===== config.mk =====
export PLATFORM = sky130hd
export DESIGN_NAME = rice_core_pipeline_controller
export DESIGN_NICKNAME = d
export VERILOG_FILES = /design/src/rtl/rice_core_pipeline_controller.sv
export SDC_FILE = /design/constraint.sdc
export NUM_CORES = 1
export LEC_CHECK = 0
export CAP_MARGIN = 40
export CORE_UTILIZATION = 52
export DETAILED_ROUTE_END_ITERATION = 10
export PLACE_DENSITY = 0.95
export SYNTH_ARGS = -nofsm -noshare
export SYNTH_HDL_FRONTEND = slang
export SYNTH_SLANG_ARGS = --single-unit

===== constraint.sdc =====
create_clock -name i_clk -period 4.43 [get_ports i_clk]
set_input_delay 0.6645 -clock i_clk [delete_from_list [all_inputs] [get_ports i_clk]]
set_output_delay 0.6645 -clock i_clk [all_outputs]
set_load 0.01 [all_outputs]

===== src/rtl/rice_core_pipeline_controller.sv =====
// Pipeline controller: stall / flush / EX-bubble generation for the IF/ID/EX
// pipeline, load-use hazard detection, memory-wait hold with deferred
// redirects, and a saturating stall-cycle performance counter.
module rice_core_pipeline_controller #(
  parameter int FLUSH_CYCLES = 2,
  parameter int CNT_WIDTH    = 32
) (
  input  logic                 i_clk,
  input  logic                 i_rst_n,
  input  logic                 i_enable,
  input  logic                 i_id_valid,
  input  logic [4:0]           i_id_rs1,
  input  logic [4:0]           i_id_rs2,
  input  logic                 i_ex_valid,
  input  logic [4:0]           i_ex_rd,
  input  logic                 i_ex_load,
  input  logic                 i_redirect,
  input  logic                 i_mem_busy,
  output logic                 o_stall,
  output logic                 o_flush,
  output logic                 o_ex_bubble,
  output logic [1:0]           o_state,
  output logic [CNT_WIDTH-1:0] o_stall_cycles
);

  typedef enum logic [1:0] {
    IDLE     = 2'd0,
    RUN      = 2'd1,
    MEM_WAIT = 2'd2,
    FLUSH    = 2'd3
  } state_t;

  // Counter only needs to hold FLUSH_CYCLES-1.
  localparam int            CW     = (FLUSH_CYCLES > 1) ? $clog2(FLUSH_CYCLES) : 1;
  localparam logic [CW-1:0] RELOAD = CW'(FLUSH_CYCLES - 1);
  localparam logic [CW-1:0] ONE    = CW'(1);

  state_t               state_q, state_d;
  logic [CW-1:0]        cnt_q, cnt_d;
  logic                 pending_q, pending_d;
  logic [CNT_WIDTH-1:0] stall_cnt_q, stall_cnt_d;
  logic                 load_use;

  assign load_use = i_id_valid & i_ex_valid & i_ex_load & (i_ex_rd != 5'd0) &
                    ((i_ex_rd == i_id_rs1) | (i_ex_rd == i_id_rs2));

  // Next-state and output decode; outputs depend on current inputs so a
  // stall or flush acts in the same cycle it is detected.
  always_comb begin
    state_d     = state_q;
    cnt_d       = cnt_q;
    pending_d   = pending_q;
    o_stall     = 1'b0;
    o_flush     = 1'b0;
    o_ex_bubble = 1'b0;
    if (!i_enable) begin
      o_flush   = 1'b1;
      state_d   = IDLE;
      pending_d = 1'b0;
      cnt_d     = '0;
    end else begin
      unique case (state_q)
        IDLE: begin
          o_flush = 1'b1;
          state_d = RUN;
        end
        RUN: begin
          if (i_mem_busy) begin
            o_stall = 1'b1;
            if (i_redirect) pending_d = 1'b1;
            state_d = MEM_WAIT;
          end else if (i_redirect) begin
            o_flush = 1'b1;
            if (FLUSH_CYCLES > 1) begin
              cnt_d   = RELOAD;
              state_d = FLUSH;
            end
          end else if (load_use) begin
            o_stall     = 1'b1;
            o_ex_bubble = 1'b1;
          end
        end
        MEM_WAIT: begin
          if (i_mem_busy) begin
            o_stall = 1'b1;
            if (i_redirect) pending_d = 1'b1;
          end else if (pending_q || i_redirect) begin
            // Deferred redirect lands on the release cycle.
            o_flush   = 1'b1;
            pending_d = 1'b0;
            if (FLUSH_CYCLES > 1) begin
              cnt_d   = RELOAD;
              state_d = FLUSH;
            end else begin
              state_d = RUN;
            end
          end else begin
            if (load_use) begin
              o_stall     = 1'b1;
              o_ex_bubble = 1'b1;
            end
            state_d = RUN;
          end
        end
        FLUSH: begin
          // Memory cannot be busy here, so i_mem_busy is not consulted.
          o_flush     = 1'b1;
          o_ex_bubble = 1'b1;
          if (i_redirect) begin
            cnt_d = RELOAD;
          end else if (cnt_q == ONE) begin
            cnt_d   = '0;
            state_d = RUN;
          end else begin
            cnt_d = cnt_q - ONE;
          end
        end
        default: state_d = IDLE;
      endcase
    end
  end

  // Saturating stall-cycle counter; survives i_enable=0.
  always_comb begin
    stall_cnt_d = stall_cnt_q;
    if (o_stall && (stall_cnt_q != {CNT_WIDTH{1'b1}}))
      stall_cnt_d = stall_cnt_q + 1'b1;
  end

  // State registers with asynchronous reset.
  always_ff @(posedge i_clk or negedge i_rst_n) begin
    if (!i_rst_n) begin
      state_q     <= IDLE;
      cnt_q       <= '0;
      pending_q   <= 1'b0;
      stall_cnt_q <= '0;
    end else begin
      state_q     <= state_d;
      cnt_q       <= cnt_d;
      pending_q   <= pending_d;
      stall_cnt_q <= stall_cnt_d;
    end
  end

  assign o_state        = state_q;
  assign o_stall_cycles = stall_cnt_q;

endmodule

==> flow_summary.json, run 1 <==
{
  "wl_per_cell_um": 15.0,
  "drt_iter0_drc": 158,
  "grt_pass1_vias": 1766,
  "boundaryPins": 60,
  "min_period_ps": 3430,
  "hold_path_class": "reg -> reg",
  "synth_edf_count": 0,
  "drc": 0,
  "synth-seq-cells": 36,
  "synth_ff_type": "dfrtp_1",
  "rsz0062_at_grt": "false",
  "diodes": 0,
  "yosys_warnings": 0,
  "vias": 1879,
  "slew_headroom": 0.468,
  "vdd.ir_drop.worst_uv": 175,
  "highest_layer": "met4",
  "detailedPlace.worstSlack_ps": 1000,
  "critPathArrivalTime_ps": 2760,
  "clock_path_buffers": 2,
  "hpwl_um": 3670,
  "hold_violations": 0,
  "wl_met3_um": 196,
  "critical_path_class": "in -> out",
  "die_area_um2": 4440,
  "clk_pin_slew_ps": 70,
  "vias_per_cell": 5.66,
  "worst_pin_slew_ps": 790,
  "clockRootBuffer": "clkbuf_8",
  "final_util": 0.722,
  "die-height_um": 66.6,
  "areaGrowthSynthToFinish_pct": 33.0,
  "power_per_cell_area_nw_per_um2": 319,
  "wl_met1_um": 2190,
  "worst_setup_path_end_kind": "output port",
  "grt_max_degree": 37,
  "finClkSkew_ps": 7.82,
  "cp_max_fo": 3,
  "num_rows": 23,
  "setup_ws_ps": 1000,
  "drtPass1Iterations": 4,
  "dp.cells": 324,
  "cts_setup_buffers": 0,
  "cp-start-kind": "input port",
  "globalplace.congestion": 0.873,
  "synth.distinct_cells": 46,
  "drive_gt1_frac": 0.0922,
  "cts_hold_buffers": 0,
  "avgSynthCellArea_um2": 10.0,
  "drv_cap": 0,
  "totalWireLength_um": 4990,
  "yosysSeqAreaShare": 0.415,
  "syn-num-nets": 245,
  "track_usage": 0.247,
  "core_um2": 4000,
  "numCtsBuffers": 5,
  "report.final.slew_viol_count": 0,
  "setup_viol": 0,
  "grt_pass1_wl_um": 8260,
  "fillers": 288,
  "gr-total-overflow": 0,
  "final_cell_count_no_fill": 332,
  "final_common_cell": "clkdlybuf4s50_1",
  "cts_resized": 0,
  "die_width_um": 66.6,
  "synthArstFlopShare": 1.00,
  "antenna_found_initial": 0,
  "fin_setup_tns_ps": 0,
  "synth.cell_area_um2": 2170,
  "fin_nets": 309,
  "htreeDepth": 2,
  "wl_met2_um": 2520,
  "tritoncts": "built",
  "start_util": 0.543,
  "final_cell_mix": "clkdlybuf4s50_1 (59), dfrtp_1 (36), xnor2_1 (30)",
  "drtAntennaViolNets": 0,
  "syn-instance-count": 217,
  "cp.required_ps": 3770,
  "post-route-period-util": 0.774,
  "power.leakage_nw": 1.17,
  "port-buffer-count": 59,
  "cts.sinks": 36,
  "clock_latency_ps": 290,
  "fmax_mhz": 292,
  "status": "finished, final reports clean",
  "hold_ws_ps": 495
}
[critical path: stages]
cell and delay, ps:
clkdlybuf4s50_1 540, or4_1 150, nor2_1 50, or4_1 500, o21a_1 180, nor3_1 120
clkdlybuf4s50_1 560
[flip-flops by register name, indices dropped and copies added, names as in the netlist]
register        count
pending_q           1
cnt_q               1
o_stall_cycles     32
o_state             2
[power breakdown]
part | internal, mW | leakage (nW) | switching, mW | total [mW]
Combinational | 0.141 | 0.630 | 0.146 | 0.287
Sequential | 0.356 | 0.494 | 0.0342 | 0.390
Clock | 0.124 | 0.0510 | 0.120 | 0.244
[area by class of cell]
type,count,area [um^2],area share
clock inverters,2,10.0,0.00346
repair buffers,61,606,0.210
inverters,11,42.5,0.0147
multi-input cells,166,1180,0.410
clock buffers,6,82.6,0.0286
flip-flops and latches,36,901,0.312
well taps,50,62.6,0.0217
[cells in the mapped netlist (3+ instances only)]
library cell	n	area (um^2)
inv_1	10	37.5
dfrtp_1	36	901
a21oi_1	3	15.0
nor3_1	8	40.0
ha_1	5	62.6
and3_1	5	31.3
and3_2	3	22.5
nand3_1	16	80.1
xor2_1	11	96.3
nor2_1	16	60.1
nand2_1	14	52.6
nand4_1	21	131
xnor2_1	30	263
[layer usage]
layer | global-route usage | vias to the layer above
li1 | - | 909
met1 | 0.324 | 901
met2 | 0.398 | 62
met3 | 0.0411 | 7
met4 | 0.106 | 0
met5 | 0 | -
[logic make-up (layout without fill, tap and decap cells)]
| family | Yosys count | count (layout) | synth area share |
|---|---|---|---|
| AND/OR/NAND/NOR | 104 | 104 | 0.291 |
| buffers and inverters | 15 | 80 | 0.0397 |
| AO/OA/AOI/OAI | 14 | 14 | 0.0507 |
| multiplexers | 2 | 2 | 0.00979 |
| adder cells (fa/ha/maj) | 5 | 5 | 0.0288 |
| XOR/XNOR | 41 | 41 | 0.165 |
| flip-flops | 36 | 36 | 0.415 |
[final timing paths]
kind	start	endpoint	slack, ps	depth (start not counted)
max	i_ex_rd[2]	o_ex_bubble	1000	7
min	o_stall_cycles[16]	o_stall_cycles[16]	490	1
max reg2reg	o_state[0]	o_stall_cycles[1]	1950	9
min reg2reg	o_stall_cycles[16]	o_stall_cycles[16]	490	1
max in group asynchronous	i_rst_n	o_stall_cycles[3]	3320	2
min in group asynchronous	i_rst_n	o_stall_cycles[31]	790	2
[stage by stage]
stage | power [mW] | cell area (um^2)
2_1_floorplan | 0.558 | 2170
3_3_place_gp | 0.673 | 2800
3_5_place_dp | 0.682 | 2800
4_1_cts | 0.922 | 2890
5_1_grt | 0.970 | 2890
6_report | 0.921 | 2890
Power figures use the tool's default switching activity.
==> run 2, diff against run 1 <==
--- a/config.mk
+++ b/config.mk
@@ -6,9 +6,9 @@
 export NUM_CORES = 1
 export LEC_CHECK = 0
 export CAP_MARGIN = 40
-export CORE_UTILIZATION = 52
+export CORE_UTILIZATION = 43
 export DETAILED_ROUTE_END_ITERATION = 10
-export PLACE_DENSITY = 0.95
+export PLACE_DENSITY = 0.87
 export SYNTH_ARGS = -nofsm -noshare
 export SYNTH_HDL_FRONTEND = slang
 export SYNTH_SLANG_ARGS = --single-unit
==> constraint.sdc (replaced) <==
create_clock -name i_clk -period 2.8 [get_ports i_clk]
set_input_delay 0.42 -clock i_clk [delete_from_list [all_inputs] [get_ports i_clk]]
set_output_delay 0.42 -clock i_clk [all_outputs]
set_load 0.01 [all_outputs]
==> run 2 against run 1 <==
  * Clock power up 59%
  * Cell count up 8.1%
  * Register-to-register slack worse by 1600 ps
  * Largest cell class unchanged
  * Global-route usage down 2.9 points
  * Sequential share of layout area down 1.0 points
  * Combinational power up 66%
==> flow_summary.json, run 2 (same netlist as run 1, synthesis figures left out) <==
{
  "cts_hold_buffers": 0,
  "critical_path_class": "reg -> out",
  "critPathArrivalTime_ps": 2240,
  "num_rows": 25,
  "drtAntennaViolNets": 0,
  "post-route-period-util": 0.950,
  "switching_share": 0.324,
  "rr_worst_depth": 8,
  "fin_nets": 319,
  "placed_cell_area_um2": 2890,
  "final_cell_mix": "clkdlybuf4s50_1 (57), dfrtp_1 (36), xnor2_1 (30)",
  "cts.sinks": 36,
  "grt_pass1_wl_um": 8760,
  "drive_gt1_frac": 0.127,
  "combPwrFrac": 0.323,
  "totalWireLength_um": 5280,
  "grt_max_degree": 37,
  "die-height_um": 73.1,
  "multi_input_area_um2": 1190,
  "min_period_ps": 2660,
  "rsz0062_at_grt": "false",
  "clockRootBuffer": "clkbuf_8",
  "r2r_slack_ps": 310,
  "vias_per_cell": 5.36,
  "vdd.ir_drop.worst_uv": 279,
  "boundaryPins": 60,
  "clock_latency_ps": 290,
  "tritoncts": "built",
  "worst_path_largest_cell_delay_ps": 530,
  "cp-start-kind": "register",
  "gr-total-overflow": 0,
  "setup.worst_path.start": "o_state[0]",
  "dp.cells": 350,
  "slew_headroom": 0.624,
  "setup_viol": 0,
  "antenna_found_initial": 0,
  "hold_ws_ps": 496,
  "critPathTopFamily": "buffers and inverters",
  "design_area_um2": 2990,
  "finClkSkew_ps": 3.79,
  "p_clk_frac": 0.263,
  "cp_max_fo": 5,
  "hpwl_um": 3890,
  "worst_setup_path_end_kind": "output port",
  "drt_iter0_drc": 118,
  "htreeDepth": 2,
  "final_cell_count_no_fill": 359,
  "seqPwrFrac": 0.414,
  "hold_violations": 0,
  "holdPathStages": 1,
  "crit_chain": "buf_4 > ha_1 > inv_1 > a21oi_1 > nor3_1 > or3_1 > clkdlybuf4s50_1",
  "grt_pass1_vias": 1893,
  "drc": 0,
  "die_width_um": 73.1,
  "largest_reg_flops": 32,
  "fillers": 397,
  "p_int_uw": 996,
  "port-buffer-count": 59,
  "power.leakage_nw": 1.23,
  "cp_slowest_cell": "clkdlybuf4s50_1",
  "regArea_um2": 901,
  "core_um2": 4790,
  "final_common_cell": "clkdlybuf4s50_1",
  "cp.depth": 7,
  "clk_pin_slew_ps": 70,
  "cp.required_ps": 2380,
  "clock_path_buffers": 2,
  "numCtsBuffers": 5,
  "p_switching_uw": 478,
  "wl_per_cell_um": 14.7,
  "die_area_um2": 5340,
  "power_mw": 1.47,
  "worst_pin_slew_ps": 559,
  "fmax_mhz": 376,
  "power_per_cell_area_nw_per_um2": 494,
  "drtPass1Iterations": 4,
  "hold_path_class": "reg -> reg",
  "areaGrowthSynthToFinish_pct": 37.4,
  "min_from": "o_stall_cycles[23]",
  "status": "finished, final reports clean",
  "vias": 1923,
  "diodes": 0,
  "rr_startpoint": "o_state[1]",
  "track_usage": 0.218,
  "report.final.slew_viol_count": 0,
  "start_util": 0.454,
  "drv_cap": 0,
  "path_buf_inv": 3,
  "final_util": 0.624,
  "globalplace.congestion": 0.811
}
## run 2: cell types whose count changed in the layout (fill, tap and decap cells not counted), sizes merged
cell	change
dlygate4sd2	+2
buf	+10
clkdlybuf4s50	-2
## run 2: what timing repair did
action,CTS,global route
endpoints found under the setup margin,2,0
buffers inserted,1,0
gates resized for setup,3,0
## run 2: final cells by class
| class | instances | area share |
|---|---|---|
| inverters | 11 | 0.0142 |
| clock buffers | 6 | 0.0277 |
| multi-input cells | 166 | 0.398 |
| flip-flops and latches | 36 | 0.302 |
| repair buffers | 71 | 0.227 |
| well taps | 67 | 0.0281 |
| clock inverters | 2 | 0.00335 |
## run 2: layer usage
layer	global-route usage	vias up	part of all wire
met5	0	-	0
met4	0.120	0	0.033
met3	0.0428	16	0.044
met2	0.365	61	0.51
met1	0.262	918	0.41
li1	-	928	-
## run 2: worst paths after layout
check                                endpoint
max in group asynchronous   o_stall_cycles[3]
min in group asynchronous  o_stall_cycles[18]
min                        o_stall_cycles[23]
min reg2reg                o_stall_cycles[23]
max                                   o_flush
max reg2reg                 o_stall_cycles[1]
## run 2: metrics by stage
step           setup TNS (ps)  setup slack [ps]
3_5_place_dp            -63.9             -39.5
3_3_place_gp            -17.8             -17.8
2_1_floorplan               0               697
4_1_cts                     0               140
5_1_grt                     0              7.61
6_report                    0               141
## run 2: power groups by stage
| stage | sequential (mW) | clock (mW) | combinational (mW) |
|---|---|---|---|
| 2_1_floorplan | 0.637 | 0 | 0.247 |
| 3_3_place_gp | 0.624 | 0 | 0.450 |
| 3_5_place_dp | 0.626 | 0 | 0.460 |
| 4_1_cts | 0.612 | 0.397 | 0.477 |
| 5_1_grt | 0.618 | 0.420 | 0.523 |
| 6_report | 0.611 | 0.388 | 0.476 |
